==> config.mk <==
export PLATFORM = sky130hd
export DESIGN_NAME = muldiv_seq
export DESIGN_NICKNAME = d
export VERILOG_FILES = /design/src/rtl/muldiv_pkg.sv /design/src/rtl/muldiv_step.sv /design/src/rtl/muldiv_seq.sv
export SDC_FILE = /design/constraint.sdc
export NUM_CORES = 1
export LEC_CHECK = 0
export ABC_CLOCK_PERIOD_IN_PS = 4100
export CAP_MARGIN = 20
export CORE_UTILIZATION = 65
export CTS_CLUSTER_SIZE = 20
export DETAILED_ROUTE_END_ITERATION = 6
export DONT_BUFFER_PORTS = 1
export HOLD_SLACK_MARGIN = 0.02
export PLACE_DENSITY_LB_ADDON = 0.08
export SKIP_LAST_GASP = 1
export SYNTH_ARGS = -nofsm -noshare
export SYNTH_HDL_FRONTEND = slang
export SYNTH_HIERARCHICAL = 1
export SYNTH_SLANG_ARGS = --single-unit
==> constraint.sdc <==
create_clock -name clk -period 4.1 [get_ports clk]
set_input_delay 0.615 -clock clk [delete_from_list [all_inputs] [get_ports clk]]
set_output_delay 0.615 -clock clk [all_outputs]
set_load 0.05 [all_outputs]
==> src/rtl/muldiv_pkg.sv <==
// muldiv_pkg: shared types and constants for the
// iterative multiply/divide sequencer.
package muldiv_pkg;

   localparam int MD_WIDTH = 32;
   localparam int MD_CNT_W = $clog2(MD_WIDTH) + 1;

   typedef enum logic [1:0] {
      MD_MULT  = 2'b00,
      MD_MULTU = 2'b01,
      MD_DIV   = 2'b10,
      MD_DIVU  = 2'b11
   } md_op_e;

   typedef enum logic [1:0] {
      S_IDLE = 2'b00,
      S_RUN  = 2'b01,
      S_FIX  = 2'b10
   } md_state_e;

   function automatic logic is_div_op(input md_op_e op);
      return (op == MD_DIV) || (op == MD_DIVU);
   endfunction

   function automatic logic is_signed_op(input md_op_e op);
      return (op == MD_MULT) || (op == MD_DIV);
   endfunction

endpackage

==> src/rtl/muldiv_step.sv <==
// muldiv_step: one radix-2 iteration, shift-add for
// multiply or restoring trial-subtract for divide.
module muldiv_step #(
   parameter int WIDTH = 32
) (
   input  logic                 is_div,
   input  logic [2*WIDTH-1:0]   acc_i,
   input  logic [WIDTH-1:0]     opnd_i,
   output logic [2*WIDTH-1:0]   acc_o
);

   logic [WIDTH:0] sum;
   logic [WIDTH:0] rem_sh;
   logic [WIDTH:0] trial;

   // The remainder stays below the divisor, so the top
   // bit of the trial difference is the borrow.
   always_comb begin
      sum    = {1'b0, acc_i[2*WIDTH-1:WIDTH]}
             + (acc_i[0] ? {1'b0, opnd_i} : '0);
      rem_sh = acc_i[2*WIDTH-1:WIDTH-1];
      trial  = rem_sh - {1'b0, opnd_i};
      if (is_div) begin
         if (!trial[WIDTH]) begin
            acc_o = {trial[WIDTH-1:0],
                     acc_i[WIDTH-2:0], 1'b1};
         end else begin
            acc_o = {rem_sh[WIDTH-1:0],
                     acc_i[WIDTH-2:0], 1'b0};
         end
      end else begin
         acc_o = {sum, acc_i[WIDTH-1:1]};
      end
   end

endmodule

==> src/rtl/muldiv_seq.sv <==
// muldiv_seq: HI/LO owner, runs MULT/MULTU/DIV/DIVU
// over WIDTH cycles and stalls dependent requests.
module muldiv_seq
   import muldiv_pkg::*;
#(
   parameter int WIDTH = MD_WIDTH
) (
   input  logic             clk,
   input  logic             rst,
   input  logic             start,
   input  logic [1:0]       op,
   input  logic [WIDTH-1:0] a,
   input  logic [WIDTH-1:0] b,
   input  logic             mt_en,
   input  logic             mt_sel,
   input  logic [WIDTH-1:0] mt_data,
   input  logic             rd_req,
   output logic [WIDTH-1:0] hi,
   output logic [WIDTH-1:0] lo,
   output logic             busy,
   output logic             done,
   output logic             div_zero,
   output logic             stall
);

   localparam int CW = $clog2(WIDTH) + 1;

   md_state_e          state_q, state_d;
   logic [2*WIDTH-1:0] acc_q, acc_d;
   logic [WIDTH-1:0]   opnd_q, opnd_d;
   logic               div_q, div_d;
   logic               neg_q, neg_d;
   logic               neg_rem_q, neg_rem_d;
   logic               dz_pend_q, dz_pend_d;
   logic [CW-1:0]      cnt_q, cnt_d;
   logic [WIDTH-1:0]   hi_q, hi_d;
   logic [WIDTH-1:0]   lo_q, lo_d;
   logic               done_q, done_d;
   logic               dzero_q, dzero_d;

   md_op_e             op_e;
   logic               op_div;
   logic               op_sgn;
   logic [WIDTH-1:0]   a_mag;
   logic [WIDTH-1:0]   b_mag;
   logic [2*WIDTH-1:0] step_acc;
   logic [2*WIDTH-1:0] prod_fix;
   logic [WIDTH-1:0]   quot_fix;
   logic [WIDTH-1:0]   rem_fix;

   assign op_e   = md_op_e'(op);
   assign op_div = is_div_op(op_e);
   assign op_sgn = is_signed_op(op_e);

   // Magnitudes for signed ops; 0x80000000 maps to itself
   // and is then treated as unsigned.
   always_comb begin
      a_mag = (op_sgn && a[WIDTH-1]) ? -a : a;
      b_mag = (op_sgn && b[WIDTH-1]) ? -b : b;
   end

   muldiv_step #(.WIDTH(WIDTH)) u_step (
      .is_div (div_q),
      .acc_i  (acc_q),
      .opnd_i (opnd_q),
      .acc_o  (step_acc)
   );

   // Sign correction applied to the raw loop result.
   always_comb begin
      prod_fix = neg_q ? -acc_q : acc_q;
      quot_fix = neg_q ? -acc_q[WIDTH-1:0]
                       : acc_q[WIDTH-1:0];
      rem_fix  = neg_rem_q ? -acc_q[2*WIDTH-1:WIDTH]
                           : acc_q[2*WIDTH-1:WIDTH];
   end

   // Next-state: issue capture, iteration, HI/LO write.
   always_comb begin
      state_d   = state_q;
      acc_d     = acc_q;
      opnd_d    = opnd_q;
      div_d     = div_q;
      neg_d     = neg_q;
      neg_rem_d = neg_rem_q;
      dz_pend_d = dz_pend_q;
      cnt_d     = cnt_q;
      hi_d      = hi_q;
      lo_d      = lo_q;
      done_d    = 1'b0;
      dzero_d   = 1'b0;
      unique case (state_q)
         S_IDLE: begin
            if (start) begin
               div_d     = op_div;
               neg_d     = op_sgn & (a[WIDTH-1] ^ b[WIDTH-1]);
               neg_rem_d = op_sgn & op_div & a[WIDTH-1];
               cnt_d     = '0;
               if (op_div && (b == '0)) begin
                  dz_pend_d = 1'b1;
                  acc_d     = {{WIDTH{1'b0}}, a};
                  opnd_d    = '0;
                  state_d   = S_FIX;
               end else begin
                  dz_pend_d = 1'b0;
                  state_d   = S_RUN;
                  if (op_div) begin
                     acc_d  = {{WIDTH{1'b0}}, a_mag};
                     opnd_d = b_mag;
                  end else begin
                     acc_d  = {{WIDTH{1'b0}}, b_mag};
                     opnd_d = a_mag;
                  end
               end
            end else if (mt_en) begin
               if (mt_sel) hi_d = mt_data;
               else        lo_d = mt_data;
            end
         end
         S_RUN: begin
            acc_d = step_acc;
            cnt_d = cnt_q + CW'(1);
            if (cnt_q == CW'(WIDTH - 1)) state_d = S_FIX;
         end
         S_FIX: begin
            state_d = S_IDLE;
            done_d  = 1'b1;
            if (dz_pend_q) begin
               hi_d    = acc_q[WIDTH-1:0];
               lo_d    = '1;
               dzero_d = 1'b1;
            end else if (div_q) begin
               hi_d = rem_fix;
               lo_d = quot_fix;
            end else begin
               hi_d = prod_fix[2*WIDTH-1:WIDTH];
               lo_d = prod_fix[WIDTH-1:0];
            end
         end
         default: state_d = S_IDLE;
      endcase
   end

   // State and HI/LO registers; reset drops any operation.
   always_ff @(posedge clk or negedge rst) begin
      if (!rst) begin
         state_q   <= S_IDLE;
         acc_q     <= '0;
         opnd_q    <= '0;
         div_q     <= 1'b0;
         neg_q     <= 1'b0;
         neg_rem_q <= 1'b0;
         dz_pend_q <= 1'b0;
         cnt_q     <= '0;
         hi_q      <= '0;
         lo_q      <= '0;
         done_q    <= 1'b0;
         dzero_q   <= 1'b0;
      end else begin
         state_q   <= state_d;
         acc_q     <= acc_d;
         opnd_q    <= opnd_d;
         div_q     <= div_d;
         neg_q     <= neg_d;
         neg_rem_q <= neg_rem_d;
         dz_pend_q <= dz_pend_d;
         cnt_q     <= cnt_d;
         hi_q      <= hi_d;
         lo_q      <= lo_d;
         done_q    <= done_d;
         dzero_q   <= dzero_d;
      end
   end

   assign hi       = hi_q;
   assign lo       = lo_q;
   assign busy     = (state_q != S_IDLE);
   assign done     = done_q;
   assign div_zero = dzero_q;
   assign stall    = busy & (start | rd_req | mt_en);

endmodule

==> flow_summary.ini, run 1 <==
[yosys]
synthFlopType = dfrtp_1
synth_edf_count = 0
async_reset_ff_frac = 1.00
synth_cell_types = 96
synth-seq-cells = 174
syn-num-nets = 2391
synth.cell_area_mm2 = 0.0169
netlist_instances = 2216
synth-warning-count = 6
post_synth.cell_area_avg_um2 = 7.62
synth.yosys.seq_area_share = 0.258

[drt]
wl_mm = 65.0
dr.first_iter.drc_count = 3530
drc_errors = 2
wire_per_inst_um = 26.2
drt_first_pass_iters = 7
via_per_inst = 7.42
via_count = 18367
drtAntennaViolNets = 0

[timing]
hold_violations = 174
final.setup_skew_ps = 16.7
fin_crit_sh = 0.912
tightest_slew_ps = 1100
period_minus_slack_ps = 3740
max_freq_mhz = 267
maxSlewViolCount = 0
grt_setup_unrepaired = no
hold_ws_ps = -152
slew_headroom = 0.266
setup_viol = 0
fin_ws_ps = 362
setup_tns_ps = 0

[floorplan]
start_util = 0.667
core_mm2 = 0.0253
die_w_um = 163
fp.dieArea_mm2 = 0.0266
ios = 172
die_h_um = 163
rows = 58

[status]
status = complete, but fails checks
violations = design-rule violations, negative hold slack

[finish]
area_delta_synth_final_pct = 4.90
final_cells = 2476
final_layout_size_suffix_gt1_frac = 0.0825
final_common_cell = nand2_1
layout_common_cells = nand2_1, dfrtp_1, a21oi_1
fin_nets = 2308
finalInstanceArea_mm2 = 0.0177
n_fill_cell = 2138
diodes = 0

[critical_path]
worst_path_max_delay_cell = dfrtp_1
cpMostUsedCell = nand2_1
cp_max_fo = 18
path_cells = and2_1 > ha_1 > fa_1 > a21oi_1 > o2111ai_1 > nand3_1 > o21ai_0 > nor3b_1 > a21boi_0 > xor2_1 > a22oi_1 > nand2_1 > nand2_1
arrival_ps = 4130
cp-end-kind = flop
crit_type = reg -> reg
crit_family = compound AO/OA/AOI/OAI gates
cp-start-kind = flop
cp_data_required_time_ps = 4500
worst-path-buf-inv = 0
critPathMaxStageDelay_ps = 700

[clock_network]
clk_latency_ps = 450
cts_buffers = 17
clk_pin_slew_ps = 80
post_cts_resized = 0
root_buffer = clkbuf_16
cts_max_level = 4
clock_sinks = 174
cts_setup_buffers = 0
clk_path_buf_depth = 2
cts_tree = yes

[global_routing]
grt_pass1_wl_mm = 98.1
track_usage = 0.482
grt_max_degree = 175
first_global_vias = 17066
antenna_found_initial = 0
gr-total-overflow = 0

[place]
numPortBuffers = 0
place_worst_setup_slack_ps = 509
dp.final_hpwl_mm = 48.0
dp.cells = 2443
gp_congestion = 1.06
post_dp_cell_area_mm2 = 0.0171

[power_and_ir_drop]
seqPwrFrac = 0.280
p_int_mw = 8.11
p_total_mw = 18.7
power.switching_mw = 10.6
power_density_mw_per_mm2 = 1060
leakagePower_nw = 7.26
netSwitchingFraction = 0.566
p_clk_frac = 0.091
peakVddDrop_mv = 0.579
combPwrFrac = 0.629

[flow_run]
drv_cap = 0

[worst_hold_path]
hold_class = in -> async
-- sequential cells by signal, indices dropped and copies added, names as in the netlist --
register	count
lo	32
opnd_q	32
done	1
div_zero	1
div_q	1
neg_rem_q	1
dz_pend_q	1
state_q	2
neg_q	1
cnt_q	6
hi	32
acc_q	64
-- worst register-to-register path, delay by kind of cell (launching register included) --
family	cells	cell delay, ps
AOI/OAI and AO/OA	5	1240
and+or+nand+nor	5	1100
DFF	1	700
adders and majority gates	2	460
xor gates and xnor gates	1	170
-- power groups by stage --
stage	Combinational, mW	Clock [mW]	Sequential (mW)
4_1_cts	11.3	1.67	5.14
2_1_floorplan	8.82	0	4.39
5_1_grt	12.6	1.75	5.31
3_5_place_dp	11.2	0	5.17
6_report	11.8	1.70	5.24
3_3_place_gp	11.0	0	5.13
-- cell usage after synthesis (20+ instances only) --
library cell	n	area, µm²
nand2_1	356	1340
nor2_1	131	492
mux2_2	39	439
dfrtp_1	174	4350
a31oi_1	56	350
nand4_1	27	169
or3_1	27	169
nand3_1	83	415
inv_1	66	248
xnor2_1	92	806
a21oi_1	138	691
and2_1	42	263
o22ai_1	30	188
mux2i_1	37	370
nand2b_1	20	125
clkbuf_1	136	510
nor4_1	36	225
ha_1	69	863
a21o_1	28	210
xor2_1	66	578
o21ai_0	132	661
o31ai_1	35	263
nor3_1	54	270
-- worst paths after layout --
path / slack, ps / start / end / cells past startpoint
worst max register to register: 360 / acc_q[0] / acc_q[57] / 13
worst max-delay path: 360 / acc_q[0] / acc_q[57] / 13
max in group asynchronous: 4020 / rst / acc_q[29] / 0
min in group clk: 260 / op[0] / neg_q / 1
worst min register to register: 510 / cnt_q[4] / cnt_q[4] / 1
worst min-delay path: -150 / rst / acc_q[57] / 0
-- kinds of logic after synthesis --
family / after synthesis / synth area share
AOI/OAI and AO/OA: 622 / 0.245
xor gates and xnor gates: 160 / 0.0845
adders and majority gates: 71 / 0.0535
buffers and inverters: 228 / 0.0535
DFF: 174 / 0.258
muxes: 76 / 0.0479
and+or+nand+nor: 885 / 0.257
-- final cells by class --
type	count	area [µm²]	area share
Multi-Input combinational cell	1814	11700	0.658
Sequential cell	174	4360	0.246
Timing Repair Buffer	57	453	0.0256
Clock buffer	18	429	0.0242
Tap cell	330	413	0.0233
Inverter	69	259	0.0146
Clock inverter	14	144	0.00812
-- metrics by stage --
stage	hold WS, ps	util
2_1_floorplan	319	-
3_3_place_gp	323	0.677
3_5_place_dp	323	0.677
4_1_cts	-149	0.699
5_1_grt	-163	0.700
6_report	-152	0.700
-- layer usage --
metal / global-route usage / share of wire
met5: 0 / 0
met4: 0.259 / 0.062
met3: 0.155 / 0.15
met2: 0.704 / 0.42
met1: 0.629 / 0.37
No activity file was read; power rests on OpenSTA's default activity.
==> run 2: changes to the inputs <==
==> constraint.sdc (replaced) <==
create_clock -name clk -period 4.1 [get_ports clk]
set_input_delay 0.615 -clock clk [delete_from_list [all_inputs] [get_ports clk]]
set_output_delay 0.615 -clock clk [all_outputs]
set_load 0.02 [all_outputs]
==> results of run 2 <==
Same layout as run 1 (identical final DEF). Status: complete, but fails checks: design-rule violations, negative hold slack.
Among the figures that moved: total power 18.7 mW -> 18.0 mW; worst IR drop on VDD 0.579 mV -> 0.575 mV
